[config.mk]
export PLATFORM = sky130hd
export DESIGN_NAME = cpu_exec_sequencer
export DESIGN_NICKNAME = d
export VERILOG_FILES = /design/src/rtl/cpu_pkg.sv /design/src/rtl/cpu_op_decode.sv /design/src/rtl/cpu_exec_sequencer.sv
export SDC_FILE = /design/constraint.sdc
export NUM_CORES = 1
export LEC_CHECK = 0
export CAP_MARGIN = 25
export CORE_UTILIZATION = 31
export DETAILED_ROUTE_END_ITERATION = 12
export MAX_ROUTING_LAYER = met4
export PLACE_DENSITY = 0.68
export REMOVE_ABC_BUFFERS = 1
export SYNTH_ARGS = -nofsm -noshare
export SYNTH_HDL_FRONTEND = slang
export SYNTH_SLANG_ARGS = --single-unit
export TNS_END_PERCENT = 100
[constraint.sdc]
create_clock -name clk -period 1.3 [get_ports clk]
set_input_delay 0.13 -clock clk [delete_from_list [all_inputs] [get_ports clk]]
set_output_delay 0.13 -clock clk [all_outputs]
set_load 0.03 [all_outputs]
[src/rtl/cpu_pkg.sv]
// Shared opcode, ALU and state encodings for the bit-serial CPU sequencer.
// Also holds the instr field layout and the decoded-opcode bundle.
package cpu_pkg;

    localparam logic [3:0] OP_NOP  = 4'h0;
    localparam logic [3:0] OP_ADD  = 4'h1;
    localparam logic [3:0] OP_SUB  = 4'h2;
    localparam logic [3:0] OP_AND  = 4'h3;
    localparam logic [3:0] OP_OR   = 4'h4;
    localparam logic [3:0] OP_XOR  = 4'h5;
    localparam logic [3:0] OP_ADDI = 4'h6;
    localparam logic [3:0] OP_SUBI = 4'h7;
    localparam logic [3:0] OP_LDI  = 4'h8;
    localparam logic [3:0] OP_MOV  = 4'h9;
    localparam logic [3:0] OP_OUT  = 4'hA;
    localparam logic [3:0] OP_CMP  = 4'hB;

    typedef enum logic [2:0] {
        ALU_ADD   = 3'd0,
        ALU_SUB   = 3'd1,
        ALU_AND   = 3'd2,
        ALU_OR    = 3'd3,
        ALU_XOR   = 3'd4,
        ALU_PASSB = 3'd5,
        ALU_PASSA = 3'd6
    } alu_op_e;

    typedef enum logic [1:0] {
        ST_IDLE,
        ST_DECODE,
        ST_EXEC,
        ST_WB
    } state_e;

    localparam int RD_LSB  = 0;
    localparam int RS_LSB  = 2;
    localparam int IMM_LSB = 4;
    localparam int IMM_W   = 8;

    typedef struct packed {
        logic    legal;
        alu_op_e alu_op;
        logic    src_b_imm;
        logic    writes_rd;
        logic    carry_init;
        logic    upd_flags;
        logic    is_out;
        logic    is_nop;
    } dec_t;

endpackage

[src/rtl/cpu_op_decode.sv]
// Combinational opcode decoder; zero latency, no flow control.
// Undefined opcodes (0xC-0xF) come out with legal=0 and all strobes clear.
module cpu_op_decode
    import cpu_pkg::*;
(
    input  logic [3:0] opcode,
    output dec_t       dec
);

    always_comb begin
        dec        = '0;
        dec.legal  = 1'b1;
        dec.alu_op = ALU_ADD;
        case (opcode)
            OP_NOP: dec.is_nop = 1'b1;
            OP_ADD: begin
                dec.writes_rd = 1'b1;
                dec.upd_flags = 1'b1;
            end
            OP_SUB: begin
                dec.alu_op     = ALU_SUB;
                dec.writes_rd  = 1'b1;
                dec.carry_init = 1'b1;
                dec.upd_flags  = 1'b1;
            end
            OP_AND: begin
                dec.alu_op    = ALU_AND;
                dec.writes_rd = 1'b1;
                dec.upd_flags = 1'b1;
            end
            OP_OR: begin
                dec.alu_op    = ALU_OR;
                dec.writes_rd = 1'b1;
                dec.upd_flags = 1'b1;
            end
            OP_XOR: begin
                dec.alu_op    = ALU_XOR;
                dec.writes_rd = 1'b1;
                dec.upd_flags = 1'b1;
            end
            OP_ADDI: begin
                dec.src_b_imm = 1'b1;
                dec.writes_rd = 1'b1;
                dec.upd_flags = 1'b1;
            end
            OP_SUBI: begin
                dec.alu_op     = ALU_SUB;
                dec.src_b_imm  = 1'b1;
                dec.writes_rd  = 1'b1;
                dec.carry_init = 1'b1;
                dec.upd_flags  = 1'b1;
            end
            OP_LDI: begin
                dec.alu_op    = ALU_PASSB;
                dec.src_b_imm = 1'b1;
                dec.writes_rd = 1'b1;
            end
            OP_MOV: begin
                dec.alu_op    = ALU_PASSB;
                dec.writes_rd = 1'b1;
            end
            // rd recirculates through the rotate path since nothing is written
            OP_OUT: begin
                dec.alu_op = ALU_PASSA;
                dec.is_out = 1'b1;
            end
            OP_CMP: begin
                dec.alu_op     = ALU_SUB;
                dec.carry_init = 1'b1;
                dec.upd_flags  = 1'b1;
            end
            default: dec.legal = 1'b0;
        endcase
    end

endmodule

[src/rtl/cpu_exec_sequencer.sv]
// Bit-serial CPU sequencer: DECODE 1 cycle, DATA_W LSB-first EXEC cycles, WB 1 cycle.
// stall freezes EXEC in place; instr_valid while busy is dropped with an overrun pulse.
module cpu_exec_sequencer
    import cpu_pkg::*;
#(
    parameter int DATA_W = 8,
    parameter int REG_AW = 2,
    localparam int BW    = $clog2(DATA_W)
) (
    input  logic              clk,
    input  logic              rst,
    input  logic              instr_valid,
    input  logic [3:0]        opcode,
    input  logic [11:0]       instr,
    input  logic              stall,
    output logic              busy,
    output logic              shift_en,
    output logic [BW-1:0]     bit_idx,
    output logic              first_bit,
    output logic              last_bit,
    output logic              carry_init,
    output logic [2:0]        alu_op,
    output logic [REG_AW-1:0] rd_sel,
    output logic [REG_AW-1:0] rs_sel,
    output logic              src_b_imm,
    output logic              imm_bit,
    output logic              wr_en,
    output logic              flag_update,
    output logic              out_load,
    output logic              done,
    output logic              illegal,
    output logic              overrun
);

    localparam logic [BW-1:0] LAST_IDX = BW'(DATA_W - 1);

    state_e              state_q, state_d;
    logic [BW-1:0]       bit_q, bit_d;
    logic [DATA_W-1:0]   imm_q, imm_d;
    logic [REG_AW-1:0]   rd_q, rd_d;
    logic [REG_AW-1:0]   rs_q, rs_d;
    dec_t                dec_q, dec_d;
    dec_t                dec_in;
    logic                overrun_q, overrun_d;

    // Decoding the incoming opcode at accept time makes the fields valid during DECODE.
    cpu_op_decode u_dec (
        .opcode (opcode),
        .dec    (dec_in)
    );

    always_ff @(posedge clk or posedge rst) begin
        if (rst) begin
            state_q   <= ST_IDLE;
            bit_q     <= '0;
            imm_q     <= '0;
            rd_q      <= '0;
            rs_q      <= '0;
            dec_q     <= '0;
            overrun_q <= 1'b0;
        end else begin
            state_q   <= state_d;
            bit_q     <= bit_d;
            imm_q     <= imm_d;
            rd_q      <= rd_d;
            rs_q      <= rs_d;
            dec_q     <= dec_d;
            overrun_q <= overrun_d;
        end
    end

    always_comb begin
        state_d   = state_q;
        bit_d     = bit_q;
        imm_d     = imm_q;
        rd_d      = rd_q;
        rs_d      = rs_q;
        dec_d     = dec_q;
        overrun_d = instr_valid && (state_q != ST_IDLE);
        case (state_q)
            ST_IDLE: begin
                if (instr_valid) begin
                    rd_d                 = instr[RD_LSB +: REG_AW];
                    rs_d                 = instr[RS_LSB +: REG_AW];
                    imm_d                = '0;
                    imm_d[IMM_W-1:0]     = instr[IMM_LSB +: IMM_W];
                    dec_d                = dec_in;
                    state_d              = ST_DECODE;
                end
            end
            ST_DECODE: begin
                bit_d = '0;
                if (!dec_q.legal) begin
                    state_d = ST_IDLE;
                end else if (dec_q.is_nop) begin
                    state_d = ST_WB;
                end else begin
                    state_d = ST_EXEC;
                end
            end
            ST_EXEC: begin
                if (!stall) begin
                    imm_d = imm_q >> 1;
                    if (bit_q == LAST_IDX) begin
                        bit_d   = '0;
                        state_d = ST_WB;
                    end else begin
                        bit_d = bit_q + BW'(1);
                    end
                end
            end
            ST_WB:   state_d = ST_IDLE;
            default: state_d = ST_IDLE;
        endcase
    end

    // Every output is a function of registered state, gated by stall only in EXEC.
    assign busy        = (state_q != ST_IDLE);
    assign shift_en    = (state_q == ST_EXEC) && !stall;
    assign bit_idx     = bit_q;
    assign first_bit   = shift_en && (bit_q == '0);
    assign last_bit    = shift_en && (bit_q == LAST_IDX);
    assign carry_init  = first_bit && dec_q.carry_init;
    assign alu_op      = dec_q.alu_op;
    assign rd_sel      = rd_q;
    assign rs_sel      = rs_q;
    assign src_b_imm   = dec_q.src_b_imm;
    assign imm_bit     = (state_q == ST_EXEC) && imm_q[0];
    assign wr_en       = shift_en && dec_q.writes_rd;
    assign flag_update = (state_q == ST_WB) && dec_q.upd_flags;
    assign out_load    = (state_q == ST_WB) && dec_q.is_out;
    assign done        = (state_q == ST_WB);
    assign illegal     = (state_q == ST_DECODE) && !dec_q.legal;
    assign overrun     = overrun_q;

endmodule

==> summary.txt <==
Outcome -> finished, violations left
Violated checks -> setup timing
Mapped cell area -> 0.001501 mm2
CTS tree -> yes
Slew at the pin with the worst max-slew slack -> 367.4 ps
Final worst slack -> -250.8 ps
Synth Flop Type -> dfrtp_1
Sink Count -> 28
Critical Path, Cell by Cell -> nand2b_4, buf_6, nor2_4, and2_4, buf_6
CTS Buf Count -> 3
Mapped Cells -> 154
EDFF count, synth -> 0
Worst min path class -> in -> async
Initial Util -> 33.33%
Yosys warnings -> 0
Core Area -> 0.004504 mm2
Fillcell total -> 399
Drt first-iter violations -> 87
DIE AREA -> 0.005126 mm2
Leak pwr -> 1.236 nW
Clk pin slew, worst setup/hold paths -> 100 ps
Worst-case vdd ir drop -> 1.024 mV
CTS Hold Buffers Added -> 0
Routed WL -> 3810 um
Post-synthesis simple-gate area fraction -> 17.50%
Worst Path Max Fanout -> 4
Pre-CTS WS -> -154.2 ps
Final GP Congestion -> 0.7937
Pre-Repair DR Iteration Count -> 2
Synth-to-layout area growth -> 78.00%
Max Clock Skew -> 2.389 ps
DP Cell Count -> 259
GRT Overall Usage -> 16.38%
Die width -> 71.60 um
Pwr Density -> 2084 mW/mm2
Critical path class -> reg -> out
Crit-path max cell delay -> 410 ps
Avg Synthesized Cell Area -> 9.750 um2
Most frequent cells after synthesis -> dfrtp_1, a21oi_1, nand2_1
# rows -> 24
Mux cell area share after synthesis -> 7.667%
Post-route ant nets -> 0
Core Util, Final -> 59.33%
Hpwl dp -> 2323 um
First-pass GRT wire length -> 6423 um
Launching point of the worst reg2reg path -> bit_idx[0]$_DFFE_PP0P_
Dominant cell type by area after synthesis -> dfrtp_1
Largest net degree at the start of global routing -> 29
Top-count cell post-synth -> dfrtp_1
Seq cells post-synth -> 28
Post-synth top area share -> 46.67%
Clock Tree Buf Depth -> 2
Top post-synthesis cells by area -> dfrtp_1, a21oi_1, mux2i_1, nand2_1, mux2_2
Max Freq -> 644.8 MHz
Clock Latency Late Sink -> 270 ps
Crit path launch type -> register
Vias per Instance -> 4.878
Die height -> 71.60 um
Req. time, crit path -> 1170 ps
Compound-cell area share of the yosys netlist -> 16.83%
Slew headroom -> 75.45%
Worst Path Arrival -> 1420 ps
Post-route clock period utilization -> 119.3%
Port Buffers -> 42
Flop2flop setup slack -> -100 ps
Antenna violations before repair -> 0
Vias -> 1,356
Vias in the first global route -> 1,429
Synth Area in Adders -> 2.500%
Cell mode on critical path -> buf_6
Routed wire per std cell -> 13.71 um
Largest family of logic cells by synthesized area -> simple AND/OR/NAND/NOR gates
Critical-path top delay cell -> dfrtp_1
Seq/Total Area, Yosys -> 46.67%
RSZ-0062 raised after global routing -> yes
Number of remaining DRC errors -> 0
Final-report max-slew violation count -> 0
Final Non-Filler Cells -> 278
# setup viols final -> 37
Worst setup path start -> state_q[0]$_DFFE_PP0P_
CP endpoint kind -> output pin
Worst Reg-to-Reg Cells -> 5
Async set-reset flop share out of synthesis -> 100.0%
CP Capture Point -> wr_en
Antenna diode count -> 0
H-tree Lvls -> 1
Nets -> 250
Final min period -> 1551 ps
Synth Area in XOR/XNOR -> 1.167%
Synth cell types -> 39
Fraction of layout cells with a size suffix above 1 -> 49.56%
Gr ovfl total -> 0
Max Cap Viol -> 0
Reg2reg end -> bit_idx[2]$_DFFE_PP0P_
Final hold violations -> 0
Tot Pwr -> 5.570 mW
Top Ports -> 43
Clock root cell -> clkbuf_8
==> metal layers <==
| layer | track usage, % | share of wire, % | vias to the layer above |
|---|---|---|---|
| li1 | - | - | 669 |
| met2 | 28.68 | 53 | 26 |
| met5 | - | 0 | - |
| met1 | 19.29 | 43 | 659 |
| met3 | 3.657 | 3.1 | 2 |
| met4 | 3.704 | 0.63 | 0 |
==> logic make-up after synthesis <==
family | count (synthesis)
AND/OR/NAND/NOR | 50
AO/OA/AOI/OAI | 39
flip-flops | 28
buffers and inverters | 21
multiplexers | 11
adder cells (fa/ha/maj) | 3
XOR/XNOR | 2
==> flip-flops by register name, indices dropped and copies added, names as in the netlist, named ones only <==
register,cells
rs_sel,2
overrun,1
dec_q,6
alu_op,3
rd_sel,2
bit_idx,3
state_q,1
imm_q,8
src_b_imm,1
==> where the power goes <==
group / internal (mW) / switching, mW
clock network: 0.412 / 0.280
registers: 1.24 / 0.302
logic: 1.75 / 1.59
==> layout by cell type (no fill, tap or decap), drive strengths merged, types with 2 or more instances in the layout <==
cell type       n
and2            4
mux2            4
clkdlybuf4s50  19
mux2i           7
nor2b           4
buf            50
xor2            2
dlygate4sd2     9
dfrtp          28
o21ai           9
clkbuf          5
and3            2
nor2           13
a22o            3
nand2b          6
a21oi          16
a21o            3
nand2          14
ha              3
inv             9
==> timing repair <==
item | 4_1_cts | 5_1_grt
pin swaps | 12 | 14
gates cloned | 3 | 1
endpoints found under the setup margin | 33 | 39
gates resized for setup | 69 | 55
setup buffers | 10 | 4
==> final cells by class <==
class	count	area, um2	area share (%)
clock buffers	3	41.29	1.545
clock inverters	1	30.03	1.124
inverters	9	33.78	1.264
multi-input cells	105	947.2	35.44
flip-flops and latches	28	701.9	26.26
well taps	52	65.06	2.434
repair buffers	80	853.3	31.93
==> metrics by stage <==
stage               hold slack (ps)  TNS (ps)  cell area (um2)
finish                        185.9     -2849             2673
global route                  203.1     -5112             2673
CTS                           185.0     -3548             2479
detailed placement            460.6     -1880             2088
global placement              458.1     -1645             2088
floorplan                     195.4     -4860             1420
==> worst min-delay path by stage <==
stage,start,to,slack (ps),cells past startpoint
floorplan,rst,asynchronous set/reset pin,200,1
global placement,dec_q[4]$_DFFE_PP0P_,dec_q[4]$_DFFE_PP0P_,460,2
detailed placement,dec_q[2]$_DFFE_PP0P_,dec_q[2]$_DFFE_PP0P_,460,2
CTS,rst,imm_q[4]$_DFFE_PP0P_,190,3
global route,rst,imm_q[5]$_DFFE_PP0P_,200,3
finish,rst,imm_q[5]$_DFFE_PP0P_,190,3
==> critical path, delay by kind of cell, from the launching register on <==
family        cells  cell delay (ps)
flops             1              410
buf+inv           2              250
simple gates      3              480
Note: power is estimated with default switching activity, not from simulation.
